### src/rtl/kamacore_data_memory_access.sv
// Memory-stage load/store responder: issues one data-bus transaction per request,
// formats load data and reports misalignment, bus errors and timeouts.
module kamacore_data_memory_access #(
    parameter int CPU_WIDTH      = 32,
    parameter int TIMEOUT_CYCLES = 255
) (
    input  logic                 clk,
    input  logic                 rst,
    input  logic                 req_read,
    input  logic                 req_write,
    input  logic [2:0]           req_funct3,
    input  logic [CPU_WIDTH-1:0] req_addr,
    input  logic [CPU_WIDTH-1:0] req_wdata,
    output logic                 stall,
    output logic [CPU_WIDTH-1:0] result,
    output logic                 result_valid,
    output logic                 fault,
    output logic [1:0]           fault_cause,
    output logic [CPU_WIDTH-1:0] fault_addr,
    output logic                 bus_req,
    output logic                 bus_we,
    output logic [CPU_WIDTH-1:0] bus_addr,
    output logic [3:0]           bus_be,
    output logic [CPU_WIDTH-1:0] bus_wdata,
    input  logic                 bus_ack,
    input  logic                 bus_err,
    input  logic [CPU_WIDTH-1:0] bus_rdata
);

    typedef enum logic [1:0] {
        ST_IDLE  = 2'd0,
        ST_BUSY  = 2'd1,
        ST_DONE  = 2'd2,
        ST_FAULT = 2'd3
    } state_t;

    localparam logic [7:0] CNT_LAST = 8'(TIMEOUT_CYCLES - 1);

    state_t               state_q, state_d;
    logic                 bus_req_q, bus_req_d;
    logic                 bus_we_q, bus_we_d;
    logic [CPU_WIDTH-1:0] bus_addr_q, bus_addr_d;
    logic [3:0]           bus_be_q, bus_be_d;
    logic [CPU_WIDTH-1:0] bus_wdata_q, bus_wdata_d;
    logic [CPU_WIDTH-1:0] result_q, result_d;
    logic                 result_valid_q, result_valid_d;
    logic                 fault_q, fault_d;
    logic [1:0]           fault_cause_q, fault_cause_d;
    logic [CPU_WIDTH-1:0] fault_addr_q, fault_addr_d;
    logic [2:0]           f3_q, f3_d;
    logic [CPU_WIDTH-1:0] addr_q, addr_d;
    logic [7:0]           cnt_q, cnt_d;

    logic                 req_active;
    logic                 load_ok;
    logic                 store_ok;
    logic                 illegal;
    logic                 misaligned;
    logic [3:0]           be_calc;
    logic [CPU_WIDTH-1:0] wdata_calc;
    logic [7:0]           byte_sel;
    logic [15:0]          half_sel;
    logic [CPU_WIDTH-1:0] load_fmt;

    // Request decode
    always_comb begin
        req_active = req_read | req_write;
        load_ok    = (req_funct3 == 3'b000) || (req_funct3 == 3'b001) || (req_funct3 == 3'b010) ||
                     (req_funct3 == 3'b100) || (req_funct3 == 3'b101);
        store_ok   = (req_funct3 == 3'b000) || (req_funct3 == 3'b001) || (req_funct3 == 3'b010);
        illegal    = (req_read & req_write) | (req_read & ~load_ok) | (req_write & ~store_ok);
        misaligned = ((req_funct3[1:0] == 2'b01) & req_addr[0]) |
                     ((req_funct3[1:0] == 2'b10) & (req_addr[1:0] != 2'b00));
        case (req_funct3[1:0])
            2'b00: begin
                be_calc    = 4'b0001 << req_addr[1:0];
                wdata_calc = {4{req_wdata[7:0]}};
            end
            2'b01: begin
                be_calc    = req_addr[1] ? 4'b1100 : 4'b0011;
                wdata_calc = {2{req_wdata[15:0]}};
            end
            default: begin
                be_calc    = 4'b1111;
                wdata_calc = req_wdata;
            end
        endcase
    end

    // Load formatting uses the size code and byte offset captured at issue
    always_comb begin
        case (addr_q[1:0])
            2'b00:   byte_sel = bus_rdata[7:0];
            2'b01:   byte_sel = bus_rdata[15:8];
            2'b10:   byte_sel = bus_rdata[23:16];
            default: byte_sel = bus_rdata[31:24];
        endcase
        half_sel = addr_q[1] ? bus_rdata[31:16] : bus_rdata[15:0];
        case (f3_q)
            3'b000:  load_fmt = {{24{byte_sel[7]}}, byte_sel};
            3'b100:  load_fmt = {24'd0, byte_sel};
            3'b001:  load_fmt = {{16{half_sel[15]}}, half_sel};
            3'b101:  load_fmt = {16'd0, half_sel};
            default: load_fmt = bus_rdata;
        endcase
    end

    always_comb begin
        state_d        = state_q;
        bus_req_d      = bus_req_q;
        bus_we_d       = bus_we_q;
        bus_addr_d     = bus_addr_q;
        bus_be_d       = bus_be_q;
        bus_wdata_d    = bus_wdata_q;
        result_d       = result_q;
        result_valid_d = 1'b0;
        fault_d        = 1'b0;
        fault_cause_d  = fault_cause_q;
        fault_addr_d   = fault_addr_q;
        f3_d           = f3_q;
        addr_d         = addr_q;
        cnt_d          = cnt_q;
        case (state_q)
            ST_IDLE: begin
                if (req_active) begin
                    if (illegal || misaligned) begin
                        state_d       = ST_FAULT;
                        fault_d       = 1'b1;
                        fault_cause_d = illegal ? 2'd3 : 2'd0;
                        fault_addr_d  = req_addr;
                        result_d      = '0;
                    end else begin
                        state_d     = ST_BUSY;
                        bus_req_d   = 1'b1;
                        bus_we_d    = req_write;
                        bus_addr_d  = {req_addr[CPU_WIDTH-1:2], 2'b00};
                        bus_be_d    = be_calc;
                        bus_wdata_d = wdata_calc;
                        f3_d        = req_funct3;
                        addr_d      = req_addr;
                        cnt_d       = '0;
                    end
                end
            end
            ST_BUSY: begin
                cnt_d = cnt_q + 8'd1;
                if (bus_err) begin
                    state_d       = ST_FAULT;
                    bus_req_d     = 1'b0;
                    fault_d       = 1'b1;
                    fault_cause_d = 2'd1;
                    fault_addr_d  = addr_q;
                    result_d      = '0;
                end else if (bus_ack) begin
                    state_d        = ST_DONE;
                    bus_req_d      = 1'b0;
                    result_valid_d = 1'b1;
                    result_d       = bus_we_q ? '0 : load_fmt;
                end else if (cnt_q == CNT_LAST) begin
                    state_d       = ST_FAULT;
                    bus_req_d     = 1'b0;
                    fault_d       = 1'b1;
                    fault_cause_d = 2'd2;
                    fault_addr_d  = addr_q;
                    result_d      = '0;
                end
            end
            ST_DONE:  state_d = ST_IDLE;
            default:  state_d = ST_IDLE;
        endcase
    end

    always_ff @(posedge clk or negedge rst) begin
        if (!rst) begin
            state_q        <= ST_IDLE;
            bus_req_q      <= 1'b0;
            bus_we_q       <= 1'b0;
            bus_addr_q     <= '0;
            bus_be_q       <= '0;
            bus_wdata_q    <= '0;
            result_q       <= '0;
            result_valid_q <= 1'b0;
            fault_q        <= 1'b0;
            fault_cause_q  <= '0;
            fault_addr_q   <= '0;
            f3_q           <= '0;
            addr_q         <= '0;
            cnt_q          <= '0;
        end else begin
            state_q        <= state_d;
            bus_req_q      <= bus_req_d;
            bus_we_q       <= bus_we_d;
            bus_addr_q     <= bus_addr_d;
            bus_be_q       <= bus_be_d;
            bus_wdata_q    <= bus_wdata_d;
            result_q       <= result_d;
            result_valid_q <= result_valid_d;
            fault_q        <= fault_d;
            fault_cause_q  <= fault_cause_d;
            fault_addr_q   <= fault_addr_d;
            f3_q           <= f3_d;
            addr_q         <= addr_d;
            cnt_q          <= cnt_d;
        end
    end

    assign stall        = ((state_q == ST_IDLE) & req_active) | (state_q == ST_BUSY);
    assign bus_req      = bus_req_q;
    assign bus_we       = bus_we_q;
    assign bus_addr     = bus_addr_q;
    assign bus_be       = bus_be_q;
    assign bus_wdata    = bus_wdata_q;
    assign result       = result_q;
    assign result_valid = result_valid_q;
    assign fault        = fault_q;
    assign fault_cause  = fault_cause_q;
    assign fault_addr   = fault_addr_q;

endmodule
### config.mk
export PLATFORM = sky130hd
export DESIGN_NAME = kamacore_data_memory_access
export DESIGN_NICKNAME = d
export VERILOG_FILES = /design/src/rtl/kamacore_data_memory_access.sv
export SDC_FILE = /design/constraint.sdc
export NUM_CORES = 1
export LEC_CHECK = 0
export CORE_MARGIN = 3
export CORE_UTILIZATION = 40
export CTS_BUF_LIST = sky130_fd_sc_hd__clkbuf_8 sky130_fd_sc_hd__clkbuf_16
export CTS_CLUSTER_SIZE = 20
export DETAILED_ROUTE_END_ITERATION = 8
export GPL_TIMING_DRIVEN = 0
export PLACE_DENSITY = 0.72
export SLEW_MARGIN = 20
export SYNTH_ARGS = -nofsm -noshare
export SYNTH_HDL_FRONTEND = slang
export SYNTH_SLANG_ARGS = --single-unit
### constraint.sdc
create_clock -name clk -period 1.7 [get_ports clk]
set_input_delay 0.34 -clock clk [delete_from_list [all_inputs] [get_ports clk]]
set_output_delay 0.34 -clock clk [all_outputs]
set_load 0.03 [all_outputs]
==> impl_summary.txt, run 1 <==
----------------------------------------------------
[Status]
  Status ... complete, but fails checks
  Violated checks ... setup timing

[Detailed routing]
  Per-cell routed wire length ... 20.2 um
  Number of DRC violations after detailed routing ... 0
  Average vias per placed instance ... between 5 and 6
  Initial DRC Count ... 336
  Wire length reported by the detailed router ... 24.2 mm
  Antenna Violating Nets Remaining ... 0
  Vias ... 6350
  TritonRoute pass-1 iters ... 5

[Global route]
  Overall overflow remaining after global route ... 0
  Largest net degree at the start of global routing ... 94
  Global-route wire length before repair ... 37.1 mm
  Initial antenna violation count ... 1
  Global-route total usage across every layer ... approximately a quarter
  Via count of the first global-routing pass ... 6557

[Final layout]
  Footprint of the flip-flops and latches ... 3780 sq um
  Leading cell type in the layout, fill and taps excluded ... sky130_fd_sc_hd__dfrtp_1
  Area growth from synthesis to final layout ... 61.1%
  Cell area after layout ... 11600 sq um
  Area of the multi-input gates ... 3510 sq um
  Fill cell instance count of the final layout ... between 1000 and 1500
  Layout cells sized above 1 ... a little over a quarter
  Final net count ... 1064
  Most used cells in the layout excluding fill and tap cells ... sky130_fd_sc_hd__dfrtp_1 (148), sky130_fd_sc_hd__dlygate4sd2_1 (132), sky130_fd_sc_hd__clkdlybuf4s50_1 (96), sky130_fd_sc_hd__buf_4 (57), sky130_fd_sc_hd__mux2i_1 (57)

[Die]
  Top Ports ... 244
  FP Rows ... 48
  Initial Utilization ... 41.2%
  Vertical extent of the die ... around 140 um
  Die Width ... around 140 um
  Core box area ... approximately 17000 sq um
  Full die area ... about 20000 sq um

[Placed design]
  Half-perimeter wire length of the detailed placement result ... approximately 16 mm
  Routability congestion estimate ... 0.849
  Setup slack at placement ... -1.06 ns
  Area post-placement ... 9930 sq um
  Number of port buffers ... 240

[STA]
  Highest clock frequency the design can meet ... approximately 570 MHz
  Number of endpoints failing setup at the final stage ... 16
  Headroom to the max-slew limit ... 46.6%
  Clock tree skew after final layout ... slightly above 0.009 ns
  Tightest Pin Transition ... 0.802 ns
  Number of failing hold endpoints at the final stage ... 0
  RSZ-0062 raised after global routing ... true
  Final setup slack of the worst path ... -0.0435 ns
  Number of pins with negative max-slew slack in the final report ... 0
  Portion of the clock cycle consumed by the worst path in the final layout ... 103%
  Time the final worst path needs with I/O delays and setup ... 1.74 ns

[Power]
  Leakage component of the power ... 5.35 nW
  Worst ir drop on vdd ... 0.000939 V
  Power Density ... slightly below 2000 nW/um^2

[Clock tree]
  Clock insertion delay at the later pin of the skew report ... 0.42 ns
  Register clock-pin slew on the reported worst setup and hold paths ... 0.06 ns
  Deepest clock path buffer count ... 2
  Cts bufs inserted ... 17
  TritonCTS Sinks ... ~150
  CTS tree ... built
  Root Driver ... sky130_fd_sc_hd__clkbuf_16
  CTS H-tree lvls ... 4

[Logic synthesis]
  Average instance area after synthesis ... 10.8 sq um
  EDFF count, synth ... 0
  Fraction of the yosys area taken by sequential cells ... 52.6%
  Dominant register cell in the synthesized netlist ... sky130_fd_sc_hd__dfrtp_1
  Yosys reg bits ... 151
  Count of synthesis-stage warnings from yosys ... 0
  Mapped cell area ... 7180 sq um
  FFs w/ async S/R, synth ... 100%
  Gate count of the mapped netlist ... approximately 660
  Number of distinct standard cells referenced by the synthesized netlist ... 46

[Job]
  Max-capacitance violation count ... 0

[Hold path]
  Type of the tightest min-delay check ... in2reg
  HP Start ... req_funct3[2]
  Min-Delay Endpoint ... f3_q[2]
  Worst hold path cell count ... 2

[Critical path]
  R2r setup slk ... -0.04 ns
  R2r endpoint ... result[18]
  Reg2Reg Depth ... 6
  Worst path cell trace ... mux2_4 -> a221oi_4 -> nand2_2 -> nand3_4 -> buf_12 -> o2bb2ai_1
  R2r startpoint ... addr_q[1]
  Crit Path Category ... reg2reg
  Kind of start point of the critical path ... register
  Largest fanout on the critical path ... 6
  Crit path DAT ... 2.05 ns
  Peak per-stage delay on the critical path ... 0.44 ns
  Kind of end point of the critical path ... register
  Master of the slowest instance on the critical path ... sky130_fd_sc_hd__dfrtp_2
  Crit path required time ... around 2.0 ns

----------------------------------------------------
## how the worst max path moves through the flow
stage                              from             to  slack, ns
final                         addr_q[1]     result[18]      -0.04
after global placement              rst     addr_q[19]      -6.18
after global routing          addr_q[0]      result[3]      -0.19
after floorplan              state_q[1]      bus_be[2]     -0.003
after CTS                    state_q[1]   bus_wdata[6]      -0.06
after detailed placement  req_funct3[1]  bus_wdata[10]      -1.06
## sequential cells by signal, summed over array words and instances, names as in the netlist, 2 cells and up
signal	count
f3_q	3
result	32
fault_cause	2
state_q	2
bus_be	4
fault_addr	32
addr_q	32
bus_wdata	32
cnt_q	8
## final cells by class
cell class                 count  area share (%)
tap                          225            2.43
antenna                        1          0.0216
inverter                      13           0.422
timing repair buffer         277            23.3
buffer                        71            5.49
clock inverter                13            1.48
multi-input combinational    426            30.3
sequential                   151            32.7
clock buffer                  19            3.91
## cells in the mapped netlist, types with 3 or more instances
| cell | instances | area [sq um] |
|---|---|---|
| sky130_fd_sc_hd__inv_2 | 3 | 11.3 |
| sky130_fd_sc_hd__a21oi_1 | 32 | 160 |
| sky130_fd_sc_hd__clkbuf_1 | 19 | 71.3 |
| sky130_fd_sc_hd__buf_2 | 20 | 100 |
| sky130_fd_sc_hd__nor2_1 | 63 | 236 |
| sky130_fd_sc_hd__inv_1 | 10 | 37.5 |
| sky130_fd_sc_hd__a31oi_1 | 12 | 75.1 |
| sky130_fd_sc_hd__buf_4 | 32 | 240 |
| sky130_fd_sc_hd__o2bb2ai_1 | 31 | 272 |
| sky130_fd_sc_hd__mux2_1 | 58 | 653 |
| sky130_fd_sc_hd__and3_1 | 3 | 18.8 |
| sky130_fd_sc_hd__buf_1 | 4 | 15.0 |
| sky130_fd_sc_hd__nand2b_1 | 7 | 43.8 |
| sky130_fd_sc_hd__mux2i_1 | 57 | 571 |
| sky130_fd_sc_hd__dfrtp_1 | 151 | 3780 |
| sky130_fd_sc_hd__or3_1 | 3 | 18.8 |
| sky130_fd_sc_hd__o21ai_0 | 24 | 120 |
| sky130_fd_sc_hd__o21ai_1 | 41 | 205 |
| sky130_fd_sc_hd__nand2_1 | 22 | 82.6 |
| sky130_fd_sc_hd__nand3_1 | 38 | 190 |
## through the flow
stage | hold slack [ns] | TNS [ns] | utilization [%] | instances | total power (W)
after floorplan | 0.0444 | -0.0397 | - | 665 | 0.0129
after global placement | 0.465 | -1042.79 | 56.8 | 1130 | 0.0172
after detailed placement | 0.307 | -111.36 | 57.0 | 1131 | 0.0174
after CTS | 0.401 | -1.20 | 65.0 | 1190 | 0.0220
after global routing | 0.432 | -2.85 | 66.5 | 1196 | 0.0237
final | 0.418 | -0.458 | 66.5 | 1196 | 0.0225
## kinds of logic after synthesis
group / after synthesis / synth area share [%]
AO/OA/AOI/OAI: 158 / 13.8
flip-flops: 151 / 52.6
AND/OR/NAND/NOR: 148 / 9.42
multiplexers: 116 / 17.2
buffers and inverters: 88 / 6.62
adder cells (fa/ha/maj): 2 / 0.348
other: 1 / 0.0522
## critical path: cells and delay by family (launching register included)
family                 cells  cell delay (ns)
multiplexers               1             0.35
flip-flops                 1             0.44
AND/OR/NAND/NOR            2             0.24
buffers and inverters      1             0.13
AO/OA/AOI/OAI              2             0.46
## report_power, final
| group | internal (W) | switching, W |
|---|---|---|
| Combinational | 0.00524 | 0.00706 |
| Clock | 0.00240 | 0.00159 |
| Sequential | 0.00516 | 0.00106 |
## metal layers
layer | wire length [um] | share of wire [%] | vias to the layer above | GRT usage (%)
met5 | 0 | 0 | - | 0
met2 | 11600 | 48 | 227 | 38.2
met1 | 10700 | 44 | 3157 | 32.4
met3 | 1390 | 5.7 | 31 | 5.46
met4 | 467 | 1.9 | 0 | 7.70
li1 | - | - | 2935 | -
## timing repair
action	4_1_cts	5_1_grt
gates cloned	8	2
gates resized for setup	308	76
pin swaps	11	21
hold buffers	1	0
buffers inserted	19	10
endpoints found under the hold margin	58	0
setup endpoints to repair	281	141
No activity file was read; power rests on OpenSTA's default activity.
==> run 2, diff against run 1 <==
Settings changed: HOLD_SLACK_MARGIN set to 0.06, MAX_ROUTING_LAYER set to met4.
==> run 2 against run 1 <==
Against the previous run:
- fmax grew 2.1%
- worst setup slack gained 0.035 ns
- clock skew grew 0.0021 ns
- sequential share of layout area is essentially flat
- count of clock-buffer cells in the layout is the same
- the run still ends with setup timing left
- sequential power is essentially flat
- flip-flop and latch count is the same
- non-clock buffer count is the same
- power shrank 0.21%
- combinational power is essentially flat
- final cell count is the same
==> impl_summary.txt, run 2 (synthesis gave the netlist of run 1 again) <==
----------------------------------------------------
[Global route]
  Largest net degree at the start of global routing ... 94 (unchanged)
  Initial antenna violation count ... 1 (unchanged)
  Global-route total usage across every layer ... 24.6% (+0.69 points)
  Overall overflow remaining after global route ... 0 (unchanged)
  Via count of the first global-routing pass ... 6596 (+0.59%)
  Global-route wire length before repair ... 37.0 mm (-0.32%)

[Power]
  Worst ir drop on vdd ... 0.000935 V (-0.44%)
  Power Density ... 1940 nW/um^2 (-0.14%)
  Leakage component of the power ... 5.35 nW (about the same)

[STA]
  Tightest Pin Transition ... 0.797 ns (-0.00485 ns)
  Final setup slack of the worst path ... -0.00822 ns (+0.0352 ns)
  Number of failing hold endpoints at the final stage ... 0 (unchanged)
  Number of endpoints failing setup at the final stage ... 1 (-15)
  Number of pins with negative max-slew slack in the final report ... 0 (unchanged)
  Min Hold Slack ... 0.420 ns (+0.00171 ns)
  Setup TNS ... -0.00822 ns (+0.450 ns)
  Portion of the clock cycle consumed by the worst path in the final layout ... 100% (-2.1 points)
  Headroom to the max-slew limit ... 46.9% (+0.32 points)
  RSZ-0062 raised after global routing ... true
  Clock tree skew after final layout ... 0.0113 ns (+0.00211 ns)
  Highest clock frequency the design can meet ... 585 MHz (+2.1%)
  Time the final worst path needs with I/O delays and setup ... 1.71 ns (-0.0352 ns)

[Critical path]
  Kind of start point of the critical path ... register
  Crit path DAT ... 2.05 ns (about the same)
  Crit path required time ... 2.04 ns (+0.04 ns)
  R2r endpoint ... cnt_q[3]
  Largest fanout on the critical path ... 3 (-3)
  R2r setup slk ... -0.008 ns (+0.04 ns)
  Crit Path Category ... reg2reg
  Reg2Reg Depth ... 5 (-1)
  Kind of end point of the critical path ... register
  R2r startpoint ... state_q[1]

[Status]
  Status ... complete, but fails checks
  Violated checks ... setup timing

[Final layout]
  Final net count ... 1064 (unchanged)
  Fill cell instance count of the final layout ... 1354 (+0.22%)
  Leading cell type in the layout, fill and taps excluded ... sky130_fd_sc_hd__dfrtp_1
  Most used cells in the layout excluding fill and tap cells ... sky130_fd_sc_hd__dfrtp_1 (148), sky130_fd_sc_hd__dlygate4sd2_1 (133), sky130_fd_sc_hd__clkdlybuf4s50_1 (96), sky130_fd_sc_hd__mux2i_1 (57), sky130_fd_sc_hd__buf_4 (56)
  Layout cells sized above 1 ... 26.2% (-0.21 points)
  Core occupancy in the finished layout ... 66.4% (about the same)
  Area growth from synthesis to final layout ... 61.0% (about the same)

[Die]
  Vertical extent of the die ... 140 um (unchanged)
  Full die area ... 19600 sq um (unchanged)
  FP Rows ... 48 (unchanged)
  Initial Utilization ... 41.2% (unchanged)
  Top Ports ... 244 (unchanged)
  Core box area ... 17400 sq um (unchanged)
  Die Width ... 140 um (unchanged)

[Detailed routing]
  Initial DRC Count ... 349 (+3.9%)
  Wire length reported by the detailed router ... 24.1 mm (-0.29%)
  Vias ... 6404 (+0.85%)
  Number of DRC violations after detailed routing ... 0 (unchanged)
  Per-cell routed wire length ... 20.2 um (-0.29%)
  TritonRoute pass-1 iters ... 5 (unchanged)
  Antenna Violating Nets Remaining ... 0 (unchanged)
  Average vias per placed instance ... 5.35 (+0.85%)

[Hold path]
  Type of the tightest min-delay check ... in2reg
  Worst hold path cell count ... 2 (unchanged)
  Min-Delay Endpoint ... f3_q[2]
  HP Start ... req_funct3[2]

[Clock tree]
  Cts bufs inserted ... 17 (unchanged)
  Root Driver ... sky130_fd_sc_hd__clkbuf_16
  CTS H-tree lvls ... 4 (unchanged)
  Register clock-pin slew on the reported worst setup and hold paths ... 0.06 ns (about the same)
  Clock insertion delay at the later pin of the skew report ... 0.42 ns (about the same)
  TritonCTS Sinks ... 151 (unchanged)
  CTS tree ... built
  Deepest clock path buffer count ... 2 (unchanged)

[Placed design]
  Number of port buffers ... 240 (unchanged)
  Half-perimeter wire length of the detailed placement result ... 16.0 mm (unchanged)
  Routability congestion estimate ... 0.864 (+1.8%)
  Setup slack at placement ... -1.06 ns (unchanged)

[Job]
  Max-capacitance violation count ... 0 (unchanged)

----------------------------------------------------
==> run 2: cell types whose count changed in the layout (fill, tap and decap cells not counted), moves of 2 or more <==
cell,change
sky130_fd_sc_hd__a21oi_1,+2
sky130_fd_sc_hd__buf_8,-2
sky130_fd_sc_hd__a21oi_2,-2
sky130_fd_sc_hd__buf_6,+3
==> run 2: how the worst max path moves through the flow <==
stage | startpoint | endpoint | slack [ns] | cells after the start
after floorplan | state_q[1] | bus_be[2] | -0.003 | 7
after global placement | rst | addr_q[19] | -6.18 | 1
after detailed placement | req_funct3[1] | bus_wdata[10] | -1.06 | 8
after CTS | state_q[1] | bus_wdata[6] | -0.06 | 7
after global routing | addr_q[0] | result[3] | -0.08 | 5
final | state_q[1] | cnt_q[3] | -0.008 | 5
==> run 2: routing by layer <==
metal	share of wire [%]	wire, um	global-route usage, %
met5	0	0	-
met2	48	11600	38.3
met4	2.1	507	7.70
met3	5.3	1270	4.68
met1	45	10800	32.8
==> run 2: power breakdown <==
part	internal, W	total, W	switching, W
clock	0.00240	0.00399	0.00159
combinational	0.00522	0.0123	0.00704
sequential	0.00516	0.00622	0.00106
==> run 2: what timing repair did <==
action                                 in CTS  in global routing
pin swaps                                  11                 22
resized for setup                         308                 72
cloned                                      8                  2
buffers inserted                           19                 10
hold buffers                                1                  0
setup endpoints to repair                 281                140
endpoints found under the hold margin      58                  0
==> run 2: final cells by class <==
type                    count  area [sq um]  area share (%)
flip-flops and latches    151          3780            32.7
multi-input cells         426          3500            30.3
repair buffers            277          2690            23.3
plain buffers              71           632            5.46
clock buffers              19           453            3.92
well taps                 225           282            2.43
clock inverters            13           171            1.48
inverters                  13          48.8           0.422
diodes                      1          2.50          0.0216
==> run 2: worst max-delay path, cell delays in order, from the launching register on <==
cell	delay, ns
sky130_fd_sc_hd__dfrtp_2	0.41
sky130_fd_sc_hd__o21bai_4	0.19
sky130_fd_sc_hd__o31a_1	0.35
sky130_fd_sc_hd__buf_4	0.16
sky130_fd_sc_hd__or3_1	0.38
sky130_fd_sc_hd__a21oi_2	0.15
==> run 2: through the flow <==
stage / area [sq um] / power (W) / instances
3_5_place_dp: 9930 / 0.0174 / 1131
2_1_floorplan: 7210 / 0.0129 / 665
5_1_grt: 11600 / 0.0236 / 1196
3_3_place_gp: 9900 / 0.0172 / 1130
6_report: 11600 / 0.0225 / 1196
4_1_cts: 11300 / 0.0220 / 1190
==> run 3, diff against run 2 <==
Settings changed: CTS_CLUSTER_SIZE 20 to 25.
==> results of run 3 <==
Same layout as run 2: the final DEF is identical, and so are final timing and power.
